[src/rtl/max_pool2x2_pkg.sv]
// max_pool2x2_pkg: shared CNN sizing constants for the conv1 -> pool1 boundary.
//   CNN_CONV1_OUT_W   : conv1 result width (pool1 input width)
//   CNN_POOL1_OUT_W   : pool1 output sample width
//   CNN_POOL1_IN_W/H  : pool1 input feature-map dimensions
//   CNN_POOL1_OUT_DIM : pool1 output feature-map dimension (square)
package max_pool2x2_pkg;
    localparam int CNN_CONV1_OUT_W   = 32;
    localparam int CNN_POOL1_OUT_W   = 16;
    localparam int CNN_POOL1_IN_W    = 24;
    localparam int CNN_POOL1_IN_H    = 24;
    localparam int CNN_POOL1_OUT_DIM = 12;
endpackage

[src/rtl/pool_linebuf.sv]
// pool_linebuf: simple dual-port register array, synchronous write, combinational read.
//   clk   : write clock
//   w_en  : write enable
//   waddr : write address
//   din   : write data
//   raddr : read address
//   dout  : read data (combinational)
module pool_linebuf
    import max_pool2x2_pkg::*;
#(
    parameter int DEPTH = CNN_POOL1_OUT_DIM,
    parameter int WIDTH = CNN_CONV1_OUT_W,
    parameter int AW    = (DEPTH > 1) ? $clog2(DEPTH) : 1
) (
    input  logic             clk,
    input  logic             w_en,
    input  logic [AW-1:0]    waddr,
    input  logic [WIDTH-1:0] din,
    input  logic [AW-1:0]    raddr,
    output logic [WIDTH-1:0] dout
);
    logic [WIDTH-1:0] mem [DEPTH];

    always_ff @(posedge clk)
        if (w_en) mem[waddr] <= din;

    assign dout = mem[raddr];
endmodule

[src/rtl/max_pool2x2.sv]
// max_pool2x2: 2x2 stride-2 unsigned max-pooling of a valid-qualified raster stream.
//   clk            : clock, rising edge
//   rst_n          : asynchronous active-low reset
//   data_in        : DATA_W-bit unsigned input sample
//   data_in_valid  : data_in accepted on this edge
//   data_out       : OUT_W-bit pooled sample
//   data_out_valid : one-cycle pulse per pooled sample
//   frame_done     : pulse coincident with the last pooled sample of a frame
// Build option: define POOL_SAT_EN to saturate (instead of truncate) to OUT_W bits.
module max_pool2x2
    import max_pool2x2_pkg::*;
#(
    parameter int DATA_W = CNN_CONV1_OUT_W,
    parameter int OUT_W  = CNN_POOL1_OUT_W,
    parameter int IN_W   = CNN_POOL1_IN_W,
    parameter int IN_H   = CNN_POOL1_IN_H
) (
    input  logic              clk,
    input  logic              rst_n,
    input  logic [DATA_W-1:0] data_in,
    input  logic              data_in_valid,
    output logic [OUT_W-1:0]  data_out,
    output logic              data_out_valid,
    output logic              frame_done
);
    localparam int CW = $clog2(IN_W);
    localparam int RW = $clog2(IN_H);
    localparam int AW = (CW > 1) ? CW - 1 : 1;

    logic [CW-1:0]     col_cnt;
    logic [RW-1:0]     row_cnt;
    logic [DATA_W-1:0] hold_reg, hmax, pmax, lb_dout;
    logic [OUT_W-1:0]  pmax_fmt;
    logic [AW-1:0]     lb_addr;
    logic              last_col, last_row, lb_wen;

    assign last_col = col_cnt == CW'(IN_W - 1);
    assign last_row = row_cnt == RW'(IN_H - 1);
    assign lb_addr  = AW'(col_cnt >> 1);
    assign hmax     = (data_in > hold_reg) ? data_in : hold_reg;
    assign pmax     = (lb_dout > hmax) ? lb_dout : hmax;
    // Top row of a window parks its pair maximum; bottom row reads it back.
    assign lb_wen   = data_in_valid & col_cnt[0] & ~row_cnt[0];

`ifdef POOL_SAT_EN
    localparam logic [DATA_W-1:0] SAT_MAX = DATA_W'({OUT_W{1'b1}});
    assign pmax_fmt = (pmax > SAT_MAX) ? {OUT_W{1'b1}} : OUT_W'(pmax);
`else
    assign pmax_fmt = OUT_W'(pmax);
`endif

    pool_linebuf #(.DEPTH(IN_W / 2), .WIDTH(DATA_W), .AW(AW)) u_linebuf (
        .clk   (clk),
        .w_en  (lb_wen),
        .waddr (lb_addr),
        .din   (hmax),
        .raddr (lb_addr),
        .dout  (lb_dout)
    );

    always_ff @(posedge clk or negedge rst_n) begin
        if (!rst_n) begin
            col_cnt        <= '0;
            row_cnt        <= '0;
            hold_reg       <= '0;
            data_out       <= '0;
            data_out_valid <= 1'b0;
            frame_done     <= 1'b0;
        end else begin
            data_out_valid <= 1'b0;
            frame_done     <= 1'b0;
            if (data_in_valid) begin
                col_cnt <= last_col ? '0 : col_cnt + 1'b1;
                if (last_col) row_cnt <= last_row ? '0 : row_cnt + 1'b1;
                if (!col_cnt[0]) begin
                    hold_reg <= data_in;
                end else if (row_cnt[0]) begin
                    data_out       <= pmax_fmt;
                    data_out_valid <= 1'b1;
                    frame_done     <= last_col & last_row;
                end
            end
        end
    end
endmodule

[config.mk]
export PLATFORM = sky130hd
export DESIGN_NAME = max_pool2x2
export DESIGN_NICKNAME = d
export VERILOG_FILES = /design/src/rtl/max_pool2x2_pkg.sv /design/src/rtl/pool_linebuf.sv /design/src/rtl/max_pool2x2.sv
export SDC_FILE = /design/constraint.sdc
export NUM_CORES = 1
export LEC_CHECK = 0
export ABC_AREA = 0
export BUFFER_PORTS_ARGS = -buffer_cell sky130_fd_sc_hd__buf_2
export CAP_MARGIN = 20
export CORE_MARGIN = 2
export CORE_UTILIZATION = 35
export DETAILED_ROUTE_END_ITERATION = 6
export GPL_TIMING_DRIVEN = 1
export MAX_ROUTING_LAYER = met4
export SLEW_MARGIN = 20
export SYNTH_ARGS = -nofsm -noshare
export SYNTH_HDL_FRONTEND = slang
export SYNTH_SLANG_ARGS = --single-unit
[constraint.sdc]
create_clock -name clk -period 8.29 [get_ports clk]
set_input_delay 1.658 -clock clk [delete_from_list [all_inputs] [get_ports clk]]
set_output_delay 1.658 -clock clk [all_outputs]
set_load 0.05 [all_outputs]
==> impl_metrics.toml, run 1 <==
[logic_synthesis]
yosys_warnings = 0
avgSynthCellArea_um2 = 16.9
synth_cell_type_count = 44
syn_inst = 1118
synth_fp_nets = 1219
synthesis.area_mm2 = 0.0189
seq_area_frac_synth_pct = 69.1
yosys_register_bits = 444

[clock_tree]
root_buffer = "clkbuf_16"
insertion_delay_ns = 0.56
htreeDepth = 2
cts_buffer_depth = 3
cts.repair.resized = 0
cts.sinks = 444
cts_tree = "built"
cts_made_buffers = 46
hold_buffers = 0
postCtsSetupBuffers = 0
clk_pin_slew_ns = 0.06

[detailed_routing]
vias = 10123
drc_errors = 0
routedWlPerCell_um = 22.6
topRoutingLayerUsed = "met4"
met3_length_um = 2040
antenna_left = 0
dr.pass1.iters = 5
wl_met1_um = 19400
routed-wl-met2_um = 21200
drt_iter0_markers = 804
viasPerCell = 5.26
wirelength_um = 43600

[worst_setup_path]
cp.arrival_ns = 6.53
cp-end-kind = "flip-flop"
start_kind = "primary input"
r2r_start = "hold_reg[19]"
crit_type = "primary input to flip-flop"
r2r_end = "data_out[0]"
slowest_stage = "o21ai_4"
critPathMaxStageDelay_ns = 0.51
reg2reg_depth = 17
crit_fanout = 20
worstPathRequired_ns = 8.73
cp_cell_sequence = "buf_2 > ha_1 > a21oi_1 > o21ai_0 > a221oi_1 > o31ai_1 > o21ai_4 > buf_4 > mux2i_1 > ha_1 > a21oi_1 > o21ai_0 > o21ai_0 > nor2_1 > a211o_1 > a21oi_1 > a221o_1"
r2r_slack_ns = 3.03

[status]
outcome = "finished clean"

[power_and_ir_drop]
total_power_mw = 7.16
cellPowerDensity_mw_per_mm2 = 332
p_leak_nw = 7.58
vdd_drop_max_v = 0.000149

[die]
core_region_area_mm2 = 0.0536
dieArea_mm2 = 0.0558
fp.dieW_um = 236
start_util_pct = 35.2
row_count = 85
io_pins = 53
fp.dieH_um = 236

[grt]
grt_pass1_vias = 10311
grt_first_pass_wirelength_um = 65700
grt_max_degree = 61
antenna_found_initial = 2
overflow = 0
grt_util_all_layers_pct = 16.2

[finish]
post_route_cells_drive_above_1_share_pct = 22.0
layout_common_cells = "edfxtp_1, nand2_1, mux4_2"
final_common_cell = "edfxtp_1"
syn_to_final_growth_pct = 14.5
final_area_mm2 = 0.0216
final_util_pct = 40.3
largest_reg_flops = 384
fin_nets = 1292

[placement]
place_ws_ns = 1.64
placed_area_mm2 = 0.0201
hpwl_um = 26000
io_buffers = 52
place.gp.congestion = 0.814

[timing]
worst_slew_pin_slew_ns = 0.910
fmax_mhz = 164
clock_skew_ns = 0.0177
slew_viol_final = 0
setup_viol = 0
fin_ws_ns = 2.20
finalCritPeriodShare_pct = 73.5
rsz0062_at_grt = "false"
maxSlewHeadroom_pct = 39.3
final_hold_viol_count = 0
setup_tns_ns = 0
period_minus_slack_ns = 6.09

[hold_path]
worstHoldStart = "row_cnt[2]"
hp-class = "flip-flop to flip-flop"
hold_end = "row_cnt[2]"
min_path_cells = 1

[flow_run]
drv_cap = 0
[Yosys cell counts, drive strengths merged]
| master | instances | share of area, % |
|---|---|---|
| edfxtp | 384 | 61 |
| nand2 | 102 | 2.0 |
| mux4 | 96 | 11 |
| o21ai | 78 | 2.1 |
| inv | 68 | 1.4 |
| ha | 66 | 4.4 |
| dfrtp | 60 | 8.0 |
| mux2i | 58 | 3.1 |
| clkbuf | 34 | 0.68 |
| a21oi | 31 | 0.82 |
| nand4 | 24 | 0.80 |
| buf | 17 | 0.52 |
| nor2 | 17 | 0.34 |
| o211ai | 16 | 0.64 |
| mux2 | 11 | 0.68 |
| nand3 | 11 | 0.29 |
| and4 | 6 | 0.28 |
| nor2b | 4 | 0.13 |
| nor3 | 4 | 0.11 |
| a221oi | 3 | 0.14 |
| nand2b | 3 | 0.10 |
| a211o | 2 | 0.093 |
| a211oi | 2 | 0.080 |
| a21o | 2 | 0.080 |
| a221o | 2 | 0.11 |
| nand3b | 2 | 0.080 |
| nor4 | 2 | 0.066 |
| or4 | 2 | 0.080 |
| xnor2 | 2 | 0.093 |
| a31oi | 1 | 0.033 |
| and2 | 1 | 0.033 |
| and3 | 1 | 0.033 |
| and4b | 1 | 0.053 |
| clkinv | 1 | 0.020 |
| nor3b | 1 | 0.040 |
| o22ai | 1 | 0.033 |
| o31ai | 1 | 0.040 |
| or3 | 1 | 0.033 |
[power breakdown]
group / internal, mW / switching, mW / leakage [nW]
Combinational: 0.862 / 1.25 / 2.59
Clock: 1.25 / 0.844 / 0.749
Sequential: 2.75 / 0.206 / 4.24
[logic make-up (layout without fill, tap and decap cells)]
logic type / Yosys count / count (layout) / share of synthesized area [%]
adder cells (fa/ha/maj): 66 / 66 / 4.38
AO/OA/AOI/OAI: 139 / 139 / 4.15
AND/OR/NAND/NOR: 182 / 182 / 4.49
multiplexers: 165 / 165 / 15.2
XOR/XNOR: 2 / 2 / 0.0929
flip-flops: 444 / 444 / 69.1
other: 0 / 1 / 0
buffers and inverters: 120 / 231 / 2.57
[routing by layer]
| metal | GRT usage (%) | up-vias |
|---|---|---|
| met5 | - | - |
| li1 | - | 4522 |
| met4 | 4.41 | 0 |
| met2 | 26.3 | 231 |
| met3 | 2.38 | 76 |
| met1 | 21.5 | 5294 |
[critical path: cells and delay by family]
family / cells / cell delay (ns)
adders and majority gates: 2 / 0.63
muxes: 1 / 0.17
AOI/OAI and AO/OA: 11 / 3.23
and+or+nand+nor: 1 / 0.22
buffers and inverters: 2 / 0.56
[layout make-up]
| cell class | count | area, um2 |
|---|---|---|
| inverter | 69 | 259 |
| clock buffer | 68 | 1300 |
| timing repair buffer | 76 | 440 |
| tap | 696 | 871 |
| antenna | 1 | 2.50 |
| multi-input combinational | 554 | 5440 |
| clock inverter | 18 | 240 |
| fill | 4853 | 32000 |
| sequential | 444 | 13000 |
[worst max path at each step]
stage,startpoint,end,slack [ns],cells after the start
global placement,data_in[19],data_out[0],1.69,17
floorplan,data_in[14],data_out[10],2.76,16
global route,data_in[19],data_out[0],1.99,17
detailed placement,data_in[19],data_out[0],1.64,17
finish,data_in[19],data_out[0],2.20,17
CTS,data_in[19],data_out[0],2.23,17
[per-stage QoR]
step                      std cells  hold slack [ns]
after floorplan                1118            0.480
after global placement         1839            0.504
after detailed placement       1839            0.508
after CTS                      1925            0.518
after global routing           1926            0.534
final                          1926            0.518
Power figures use the tool's default switching activity.
==> run 2: changes to the inputs <==
ABC_AREA = 1   (was 0)
clock period = 4.9 ns   (was 8.29 ns; I/O delays follow)
==> run 2 against run 1 <==
Non-clock buffer count grew 32. Via count grew 20%. Clock power grew 67%. Critical path depth grew 4. Combinational power grew 150%. Final cell count grew 22%.
==> impl_metrics.toml, run 2 <==
[status]
outcome = "finished clean"

[finish]
largest_reg_flops = 384
post_route_cells_drive_above_1_share_pct = 14.1
multiInputGateArea_mm2 = 0.00510
regArea_mm2 = 0.0130
fin_nets = 1721
nFillCells = 5037
syn_to_final_growth_pct = 15.2
layout_common_cells = "edfxtp_1, nand2_1, inv_1"
num_antenna_cells = 0
final_common_cell = "edfxtp_1"

[timing]
period_minus_slack_ns = 4.27
fmax_mhz = 234
maxSlewHeadroom_pct = 27.0
setup_tns_ns = 0
final_hold_viol_count = 0
worst_slew_pin_slew_ns = 1.09
finalCritPeriodShare_pct = 87.1
fin_ws_ns = 0.632
setup_viol = 0
slew_viol_final = 0
rsz0062_at_grt = "false"
clock_skew_ns = 0.0147

[worst_setup_path]
cp_cell_sequence = "buf_2 > ha_1 > nand2_1 > nor2_1 > nand4_1 > nor2_1 > nand2_1 > nand2_2 > nand2_2 > buf_12 > nand2_1 > o21ai_2 > ha_1 > nand2_1 > nor2_1 > nor3b_2 > nand3b_4 > nand2_4 > nand3_1 > nand2_1 > nand2_1"
critPathMaxStageDelay_ns = 0.43
crit_end = "data_out[14]"
crit_fanout = 19
r2r_end = "data_out[14]"
slowest_stage = "nor3b_2"
path_common_cell = "nand2_1"
start_kind = "primary input"
crit_type = "primary input to flip-flop"
reg2reg_depth = 26
startpoint = "data_in[23]"
r2r_slack_ns = 0.79
worstPathRequired_ns = 5.34
cp.arrival_ns = 4.70
r2r_start = "hold_reg[19]"
cp-end-kind = "flip-flop"

[power_and_ir_drop]
cellPowerDensity_mw_per_mm2 = 628
combinationalPowerShare_pct = 38.1
swShare_pct = 37.8
power.switching_mw = 5.16
p_leak_nw = 8.37
pwr-share-seq_pct = 36.3
p_clk_share_pct = 25.5
total_power_mw = 13.7
vdd_drop_max_v = 0.000441
p_int_mw = 8.49

[placement]
io_buffers = 52
place_ws_ns = 0.0606
hpwl_um = 27600
place.gp.congestion = 0.865

[die]
row_count = 85
io_pins = 53
fp.dieW_um = 236
start_util_pct = 35.2
core_region_area_mm2 = 0.0536
dieArea_mm2 = 0.0558
fp.dieH_um = 236

[logic_synthesis]
synth_cell_type_count = 38
synthesis.area_mm2 = 0.0189
post-synth-top-area-cell = "edfxtp_1"
synth_edf_count = 384
yosysTopAreaCellShare_pct = 61.1
syn_inst = 1534
yosys_register_bits = 444
ys_top_cells_by_area = "edfxtp_1, dfrtp_1, nand2_1"
synth_fp_nets = 1635
async_reset_ff_share_pct = 13.5
seq_area_frac_synth_pct = 69.0
synthTopCellsByCount = "edfxtp_1, nand2_1, inv_1"
avgSynthCellArea_um2 = 12.3
ys.flop_type = "edfxtp_1"
yosys_warnings = 0
yosysMostFrequentCell = "edfxtp_1"

[clock_tree]
cts_tree = "built"
postCtsSetupBuffers = 0
hold_buffers = 0
clk_pin_slew_ns = 0.06
root_buffer = "clkbuf_16"
cts_buffer_depth = 3
cts_made_buffers = 45
htreeDepth = 2
cts.sinks = 444
insertion_delay_ns = 0.55
cts.repair.resized = 0

[detailed_routing]
drc_errors = 0
wirelength_um = 46100
routedWlPerCell_um = 19.6
viasPerCell = 5.17
drt_iter0_markers = 877
vias = 12138
dr.pass1.iters = 5
antenna_left = 0

[grt]
antenna_found_initial = 0
grt_pass1_vias = 12165
grt_max_degree = 65
grt_util_all_layers_pct = 16.9
overflow = 0
grt_first_pass_wirelength_um = 70900

[flow_run]
drv_cap = 0

[hold_path]
hp-class = "primary input to asynchronous set/reset pin"
==> run 2: cell count changes after synthesis, sizes merged, moves of 42 or more <==
cell and delta:
inv +62, mux2i -58, o22ai +89, a22oi +73
nor2 +56, nand3 +42, nand2 +220, mux4 -96
==> run 2: layout make-up <==
| cell class | count | share of cell area (%) |
|---|---|---|
| Clock buffer | 55 | 5.45 |
| Clock inverter | 26 | 1.43 |
| Inverter | 130 | 2.24 |
| Multi-Input combinational cell | 891 | 23.5 |
| Sequential cell | 444 | 59.9 |
| Tap cell | 696 | 4.00 |
| Timing Repair Buffer | 108 | 3.53 |
==> run 2: power by group through the flow <==
stage                     registers [mW]  logic, mW  clock network, mW
after CTS                           4.96       5.25               3.55
after global placement              5.03       5.14                  0
after floorplan                     5.22       3.41                  0
final                               4.96       5.21               3.49
after global routing                4.98       5.86               3.69
after detailed placement            5.04       5.24                  0
==> run 2: kinds of logic after synthesis <==
kind of cell / synth area share, %
xor gates and xnor gates: 0.0928
and+or+nand+nor: 11.5
DFF: 69.0
adders and majority gates: 4.37
AOI/OAI and AO/OA: 10.5
muxes: 0.0596
buffers and inverters: 4.38
==> run 2: worst min-delay path by stage <==
stage                   endpoint         start  slack [ns]
floorplan           hold_reg[16]  hold_reg[16]        0.47
global placement    data_out[12]  data_out[12]        0.48
detailed placement  data_out[14]  data_out[14]        0.47
CTS                 data_out[11]         rst_n        0.26
global route        data_out[11]         rst_n        0.28
finish              data_out[14]         rst_n        0.28
==> run 2: critical path: cells and delay by family <==
| family | cells | cell delay, ns |
|---|---|---|
| buffers and inverters | 2 | 0.38 |
| AO/OA/AOI/OAI | 1 | 0.08 |
| AND/OR/NAND/NOR | 16 | 2.65 |
| adder cells (fa/ha/maj) | 2 | 0.59 |
==> run 2: per-layer routing <==
| layer | share of wire, % | routed length [um] | track usage [%] | vias to the layer above |
|---|---|---|---|---|
| met5 | 0 | 0 | - | - |
| met4 | 2.0 | 926 | 3.89 | 0 |
| met3 | 4.9 | 2230 | 2.08 | 71 |
| met2 | 49 | 22600 | 28.0 | 319 |
| met1 | 44 | 20300 | 22.2 | 6029 |
| li1 | - | - | - | 5719 |
==> run 2: stage by stage <==
| step | instance area (um2) | hold WS (ns) | utilization [%] | instances |
|---|---|---|---|---|
| after CTS | 21800 | 0.261 | 40.6 | 2350 |
| final | 21800 | 0.275 | 40.6 | 2350 |
| after global routing | 21800 | 0.276 | 40.6 | 2350 |
| after detailed placement | 20300 | 0.473 | 37.8 | 2269 |
| after global placement | 20300 | 0.476 | 37.8 | 2269 |
| after floorplan | 18900 | 0.475 | - | 1534 |
